<file path="config.mk">
export PLATFORM = sky130hd
export DESIGN_NAME = crc_stream_engine
export DESIGN_NICKNAME = d
export VERILOG_FILES = /design/src/rtl/crc_stream_engine.sv
export SDC_FILE = /design/constraint.sdc
export NUM_CORES = 1
export LEC_CHECK = 0
export BUFFER_PORTS_ARGS = -buffer_cell sky130_fd_sc_hd__buf_2
export CAP_MARGIN = 25
export CORE_MARGIN = 4
export CORE_UTILIZATION = 25
export CTS_CLUSTER_SIZE = 40
export DETAILED_ROUTE_END_ITERATION = 16
export GPL_TIMING_DRIVEN = 1
export SLEW_MARGIN = 25
export SYNTH_ARGS = -nofsm -noshare
export SYNTH_HDL_FRONTEND = slang
export SYNTH_SLANG_ARGS = --single-unit
export TNS_END_PERCENT = 1
</file>
<file path="constraint.sdc">
create_clock -name clk -period 5.2 [get_ports clk]
set_input_delay 1.04 -clock clk [delete_from_list [all_inputs] [get_ports clk]]
set_output_delay 1.04 -clock clk [all_outputs]
set_load 0.02 [all_outputs]
</file>
<file path="src/rtl/crc_stream_engine.sv">
// crc_stream_engine: multi-cycle MSB-first CRC over a stream of variable-length words, BPC bits per clock.
module crc_stream_engine #(
  parameter int CRC_W = 15,
  parameter logic [CRC_W-1:0] POLY = 15'h4599,
  parameter logic [CRC_W-1:0] INIT = '0,
  parameter logic [CRC_W-1:0] XOR_OUT = '0,
  parameter int DATA_W = 32,
  parameter int BPC = 8,
  localparam int NW = $clog2(DATA_W + 1)
) (
  input  logic              clk,
  input  logic              rst_n,
  input  logic              abort,
  input  logic              in_valid,
  output logic              in_ready,
  input  logic [DATA_W-1:0] in_data,
  input  logic [NW-1:0]     in_nbits,
  input  logic              in_last,
  input  logic [CRC_W-1:0]  chk_crc,
  output logic              crc_valid,
  input  logic              crc_ready,
  output logic [CRC_W-1:0]  crc_out,
  output logic              crc_ok
);
  typedef enum logic [1:0] {IDLE, BUSY, DONE} state_t;
  state_t state, nxt;
  logic [CRC_W-1:0] crc_q, chk_q, c;
  logic [DATA_W-1:0] data_q;
  logic [NW-1:0] rem, n, nb;
  logic last_q, active, fb, accept;
  always_comb begin
    c = crc_q;
    fb = 1'b0;
    for (int i = 0; i < BPC; i++)
      if (i < int'(rem)) begin
        fb = data_q[DATA_W-1-i] ^ c[CRC_W-1];
        c = {c[CRC_W-2:0], 1'b0} ^ (fb ? POLY : '0);
      end
  end
  assign n = rem < NW'(BPC) ? rem : NW'(BPC);
  assign nb = (in_nbits == '0 || in_nbits > NW'(DATA_W)) ? NW'(DATA_W) : in_nbits;
  always_comb begin
    in_ready = state == IDLE;
    accept = in_valid && in_ready && !abort;
    nxt = abort ? IDLE :
          state == IDLE ? (accept ? BUSY : IDLE) :
          state == BUSY ? (rem == n ? (last_q ? DONE : IDLE) : BUSY) :
          (crc_ready ? IDLE : DONE);
  end
  always_ff @(posedge clk or negedge rst_n)
    if (!rst_n) state <= IDLE;
    else state <= nxt;
  // A non-last word keeps the running CRC; only a frame's first word reloads INIT.
  always_ff @(posedge clk or negedge rst_n)
    if (!rst_n) begin
      crc_q <= INIT;
      chk_q <= '0;
      data_q <= '0;
      rem <= '0;
      last_q <= 1'b0;
      active <= 1'b0;
    end else if (abort) begin
      active <= 1'b0;
    end else if (accept) begin
      data_q <= in_data;
      rem <= nb;
      last_q <= in_last;
      if (in_last) chk_q <= chk_crc;
      if (!active) begin
        crc_q <= INIT;
        active <= 1'b1;
      end
    end else if (state == BUSY) begin
      crc_q <= c;
      data_q <= data_q << n;
      rem <= rem - n;
    end else if (state == DONE && crc_ready) begin
      active <= 1'b0;
    end
  assign crc_valid = state == DONE;
  assign crc_out = crc_q ^ XOR_OUT;
  assign crc_ok = crc_valid && crc_out == chk_q;
endmodule

</file>
==> metrics, run 1 <==
status=finished, final reports clean; metal2 WL=11590 um; clk buf depth=2; Max FO, Critical Path=9; highest layer used for signal routing=met4; share of cells above drive strength 1=17.58%; DP Area=about 7600 um2; Seq/Total Area, Yosys=approximately a quarter; CTS HTree Levels=3; global route total overflow=0; Detail Placement HPWL=roughly 18000 um; arrival time at the worst endpoint=between 4000 and 5000 ps; chip height=173.7 um; wire per inst=19.72 um; Initial Util=25.48%; syn_nets=just over 900; All-Layer GR Usage=15.73%; Seq cells post-synth=72; # setup viols final=0; via count=6737; CTS Hold Bufs=0; ys flop type=dfrtp_1; RSZ-0062 raised after global routing=false; Ys Warns=0; Max transition margin=35.21%; Setup crit start kind=flip-flop; drt initial violations=between 500 and 600; Clock Sinks=72; CP Data Required Time=5420 ps; Inserted Clock Buffers=9; Highest Clock Rate=218.8 MHz; worst r2r dst=crc_out[11]; # diodes=0; crit path kind=flip-flop to flip-flop; nets=between 900 and 1000; GP Congestion=0.9526; Area growth syn-to-layout=15.54%; DRC=0; first-pass GRT wire length=38220 um; max-cap viol count=0; final instance area=7934 um2; hold endpoint=last_q; Post-CTS Setup Bufs=0; hold depth=2; R2R Setup Slk=around 630 ps; Final ANT Viol Nets=0; Post-Synthesis Cells=~860; ys async rst share=100.0%; Final Skew=approximately 7.6 ps; Hold WS=482.2 ps; initial antenna violation count=0; Cell variety after synth=70; Die ar.=30180 um2; Met3 Wirelength=1294 um; routed vias/inst=5.385; Fin. Hold Viols=0; Clk Latency, worst-skew pair=350 ps; clock transition at the registers of the reported paths=60 ps; pin count of the biggest net entering global routing=73; Post-synth EDFFs=0; vias in the first global route=6571; Slew Limit Fails=0; core region area=26950 um2; Tightest Pin Transition=971.3 ps; Setup TNS=0 ps; Hold Startpoint=last_q; row count=60; num ports=slightly below 80; syn avg cell area=around 8.0 um2; Post-CTS Resized=0; worst reg2reg path depth=13; Crit. End Element=flip-flop; port buffer count=76; Met1 Wirelength=11420 um; drt total wl=24670 um; Post-Syn Area=about 6900 um2; reg-to-reg startpoint=rem[3]; Die W=~170 um; Final min period=around 4600 ps; Tcrit/Tclk final=87.90%; Hold Crit Class=flip-flop to flip-flop; clock tree from TritonCTS=yes; drt first pass iters=5; root buf cell=clkbuf_16
==> worst max path at each step <==
stage / start / endpoint / slack (ps)
5_1_grt: rem[3] / crc_out[11] / 350
2_1_floorplan: rem[3] / crc_out[8] / 1260
6_report: rem[3] / crc_out[11] / 630
4_1_cts: rem[3] / crc_out[11] / 730
3_5_place_dp: rem[3] / crc_out[11] / 770
3_3_place_gp: rem[3] / crc_out[11] / 860
==> metrics by stage <==
step | setup slack [ps] | util [%] | instances
6_report | 629.4 | 29.44 | 1251
2_1_floorplan | 1263 | - | 856
3_3_place_gp | 855.6 | 28.35 | 1236
3_5_place_dp | 769.8 | 28.36 | 1236
4_1_cts | 726.2 | 29.42 | 1251
5_1_grt | 346.3 | 29.44 | 1251
==> cell usage in the layout, fill, tap and decap left out, types with 24 or more instances in the layout <==
| cell | n |
|---|---|
| a21oi_1 | 65 |
| dfrtp_1 | 71 |
| nor2_1 | 87 |
| a22oi_1 | 24 |
| buf_2 | 75 |
| mux2i_1 | 86 |
| o21ai_0 | 65 |
| buf_4 | 29 |
| xnor2_1 | 63 |
| nand2_1 | 91 |
==> layout make-up <==
class                   count  area [um2]
fillers                  2887       19020
multi-input cells         708        4776
flip-flops and latches     72        1803
repair buffers            105       604.3
well taps                 341       426.7
clock buffers               9       225.2
clock inverters             6       61.31
inverters                  10       37.54
==> state kept, by name (all words and copies together), names as in the netlist <==
register  count
data_q       32
crc_out      15
chk_q        15
last_q        1
active        1
state         2
rem           6
==> cell usage after synthesis, drive strengths merged, types with 13 or more instances <==
| library cell | count | area (um2) |
|---|---|---|
| buf | 22 | 107.6 |
| nand3 | 13 | 65.06 |
| nor2 | 88 | 330.3 |
| nor3 | 13 | 65.06 |
| clkbuf | 44 | 165.2 |
| nand2 | 91 | 341.6 |
| xnor2 | 63 | 551.8 |
| o21ai | 73 | 365.4 |
| a22oi | 24 | 180.2 |
| dfrtp | 72 | 1802 |
| a21oi | 65 | 325.3 |
| o211ai | 18 | 145.1 |
| mux2i | 88 | 888.4 |
| mux2 | 18 | 202.7 |
| xor2 | 20 | 190.2 |
==> kinds of logic (layout without fill, tap and decap cells) <==
kind of cell | Yosys count | count (layout) | share of synthesized area, %
compound gates | 263 | 263 | 24.80
simple gates | 250 | 250 | 16.18
buf+inv | 76 | 130 | 4.519
other cells | 1 | 1 | 0.05461
mux | 106 | 106 | 15.89
fa+ha+maj | 1 | 1 | 0.1822
xor+xnor | 87 | 87 | 12.14
flops | 72 | 72 | 26.24
==> per-layer routing <==
layer | GRT usage, % | vias up
li1 | - | 3232
met3 | 2.617 | 29
met4 | 4.025 | 0
met5 | 0 | -
met1 | 21.44 | 3264
met2 | 25.98 | 212
==> critical path, stage by stage (launching register included) <==
cell and delay, ps:
dfrtp_1 470, nor4_2 670, a2111oi_0 280, o21ai_1 340
nor4bb_1 630, a2111oi_4 140, buf_4 230, xnor2_1 260
o221ai_1 240, xor2_1 270, a2bb2oi_1 300, xnor2_1 190
nor2_1 70, o41ai_1 340
Power of run 1 is not shown: default switching activity piles up to over one toggle a cycle in this logic, so the estimate is an artifact.
==> inputs of run 2 (changes only) <==
--- a/config.mk
+++ b/config.mk
@@ -12,6 +12,7 @@
 export CTS_CLUSTER_SIZE = 40
 export DETAILED_ROUTE_END_ITERATION = 16
 export GPL_TIMING_DRIVEN = 1
+export RECOVER_POWER = 50
 export SLEW_MARGIN = 25
 export SYNTH_ARGS = -nofsm -noshare
 export SYNTH_HDL_FRONTEND = slang
==> metrics, run 2 (synthesis gave the netlist of run 1 again) <==
status=finished, final reports clean (unchanged); Tightest Pin Transition=971.7 ps (was 971.3 ps); most frequent cells in the layout=nand2_1, nor2_1, mux2i_1 (unchanged); max-cap viol count=0 (unchanged); vias in the first global route=6571 (unchanged); Max FO, Critical Path=29 (was 9); wire per inst=19.75 um (was 19.72 um); Post-CTS Resized=0 (unchanged); Fillers=2890 (was 2887); initial antenna violation count=0 (unchanged); clock transition at the registers of the reported paths=60 ps (about the same); Slew Limit Fails=0 (unchanged); Util after Layout=29.39% (was 29.44%); CP peak stage delay=760 ps (was 670 ps); Buf/Inv on CP=1 (unchanged); drt total wl=24710 um (was 24670 um); Final ANT Viol Nets=0 (unchanged); share of cells above drive strength 1=16.70% (was 17.58%); chip height=173.7 um (unchanged); nets=966 (unchanged); CP Data Required Time=5420 ps (about the same); arrival time at the worst endpoint=4780 ps (was 4790 ps); Max transition margin=35.18% (was 35.21%); via count=6780 (was 6737); largest reg by FF count=data_q (unchanged); Clk Latency, worst-skew pair=340 ps (was 350 ps); max reg flops=32 (unchanged); Die W=173.7 um (unchanged); CTS HTree Levels=3 (unchanged); drt first pass iters=5 (unchanged); Setup TNS=0 ps (unchanged); R2R Setup Slk=640 ps (was 630 ps); commonest non-fill, non-tap cell in the layout=nand2_1 (unchanged); row count=60 (unchanged); Final Skew=8.392 ps (was 7.643 ps); clk buf depth=2 (unchanged); RSZ-0062 raised after global routing=false (unchanged); All-Layer GR Usage=15.73% (unchanged); CP most frequent cell=xnor2_1 (unchanged); pin count of the biggest net entering global routing=73 (unchanged); root buf cell=clkbuf_16 (unchanged); num ports=77 (unchanged); Detail Placement HPWL=18390 um (unchanged); Hold Crit Class=flip-flop to flip-flop (unchanged); # setup viols final=0 (unchanged); core region area=26950 um2 (unchanged); DRC=0 (unchanged); first-pass GRT wire length=38220 um (unchanged); global route total overflow=0 (unchanged); # diodes=0 (unchanged); Highest Clock Rate=219.1 MHz (was 218.8 MHz); reg-to-reg startpoint=rem[3] (unchanged); Tcrit/Tclk final=87.78% (was 87.90%); top cell family by delay on the critical path=compound AO/OA/AOI/OAI gates (unchanged); Hold Startpoint=last_q (unchanged); CTS Hold Bufs=0 (unchanged); hold depth=2 (unchanged); CP max stage cell=or4_4 (was nor4_2); Inserted Clock Buffers=9 (unchanged); crit path kind=flip-flop to flip-flop (unchanged); clock tree from TritonCTS=yes (unchanged); Clock Sinks=72 (unchanged); Initial Util=25.48% (unchanged); routed vias/inst=5.420 (was 5.385); Post-CTS Setup Bufs=0 (unchanged); port buffer count=76 (unchanged); Crit. End Element=flip-flop (unchanged); worst r2r dst=crc_out[11] (unchanged); Area growth syn-to-layout=15.34% (was 15.54%); Setup crit start kind=flip-flop (unchanged); GP Congestion=0.9526 (unchanged); hold endpoint=last_q (unchanged); Die ar.=30180 um2 (unchanged); Fin. Hold Viols=0 (unchanged); drt initial violations=513 (unchanged); Final min period=4565 ps (was 4571 ps); cells along the critical path=or4_4 > o31ai_1 > o21ai_1 > a211oi_1 > a2111oi_4 > buf_4 > xnor2_1 > o221ai_1 > xor2_1 > a2bb2oi_1 > xnor2_1 > nor2_1 > o41ai_1 (was nor4_2 > a2111oi_0 > o21ai_1 > nor4bb_1 > a2111oi_4 > buf_4 > xnor2_1 > o221ai_1 > xor2_1 > a2bb2oi_1 > xnor2_1 > nor2_1 > o41ai_1); worst reg2reg path depth=13 (unchanged)
[run 2: cell types whose count changed in the layout (fill, tap and decap cells not counted)]
cell | before | now
nor4b_2 | 1 | 0
clkbuf_1 | 0 | 6
buf_2 | 75 | 69
nor4b_1 | 1 | 2
inv_2 | 1 | 0
inv_1 | 9 | 10
[run 2: worst max-delay path by stage]
stage | startpoint | endpoint | depth (start not counted)
after global routing | rem[3] | crc_out[11] | 13
after floorplan | rem[3] | crc_out[8] | 14
after global placement | rem[3] | crc_out[11] | 12
final | rem[3] | crc_out[11] | 13
after CTS | rem[3] | crc_out[11] | 13
after detailed placement | rem[3] | crc_out[11] | 13
[run 2: worst register-to-register path, cell delays in order, from the launching register on]
cell and delay, ps:
dfrtp_1 470, or4_4 770, o31ai_1 360, o21ai_1 200, a211oi_1 640, a2111oi_4 90, buf_4 230, xnor2_1 270
o221ai_1 240, xor2_1 270, a2bb2oi_1 300, xnor2_1 190, nor2_1 70, o41ai_1 350
[run 2: metal layers]
layer  wire [um]  vias to the layer above  global-route usage [%]
met5           0                        -                       0
met4         367                        0                   4.025
met3        1406                       29                   2.617
met2       11620                      242                   25.98
met1       11310                     3281                   21.44
li1            -                     3228                       -
[run 2: final cells by class]
class	count	area (um2)	share of cell area (%)
clock buffer	9	225.2	2.844
clock inverter	6	61.31	0.7741
inverter	10	37.54	0.4739
multi-input combinational	708	4770	60.22
sequential	72	1803	22.76
tap	341	426.7	5.387
timing repair buffer	105	596.8	7.536
[run 2: per-stage QoR]
stage | instances | worst slack [ps] | hold WS, ps | area [um2]
finish | 1251 | 635.2 | 480.0 | 7920
global route | 1251 | 346.3 | 504.0 | 7920
CTS | 1251 | 726.2 | 484.3 | 7930
detailed placement | 1236 | 769.8 | 471.9 | 7644
global placement | 1236 | 855.6 | 461.3 | 7641
floorplan | 856 | 1263 | 447.8 | 6867
Power of run 2 is left out for the same reason.
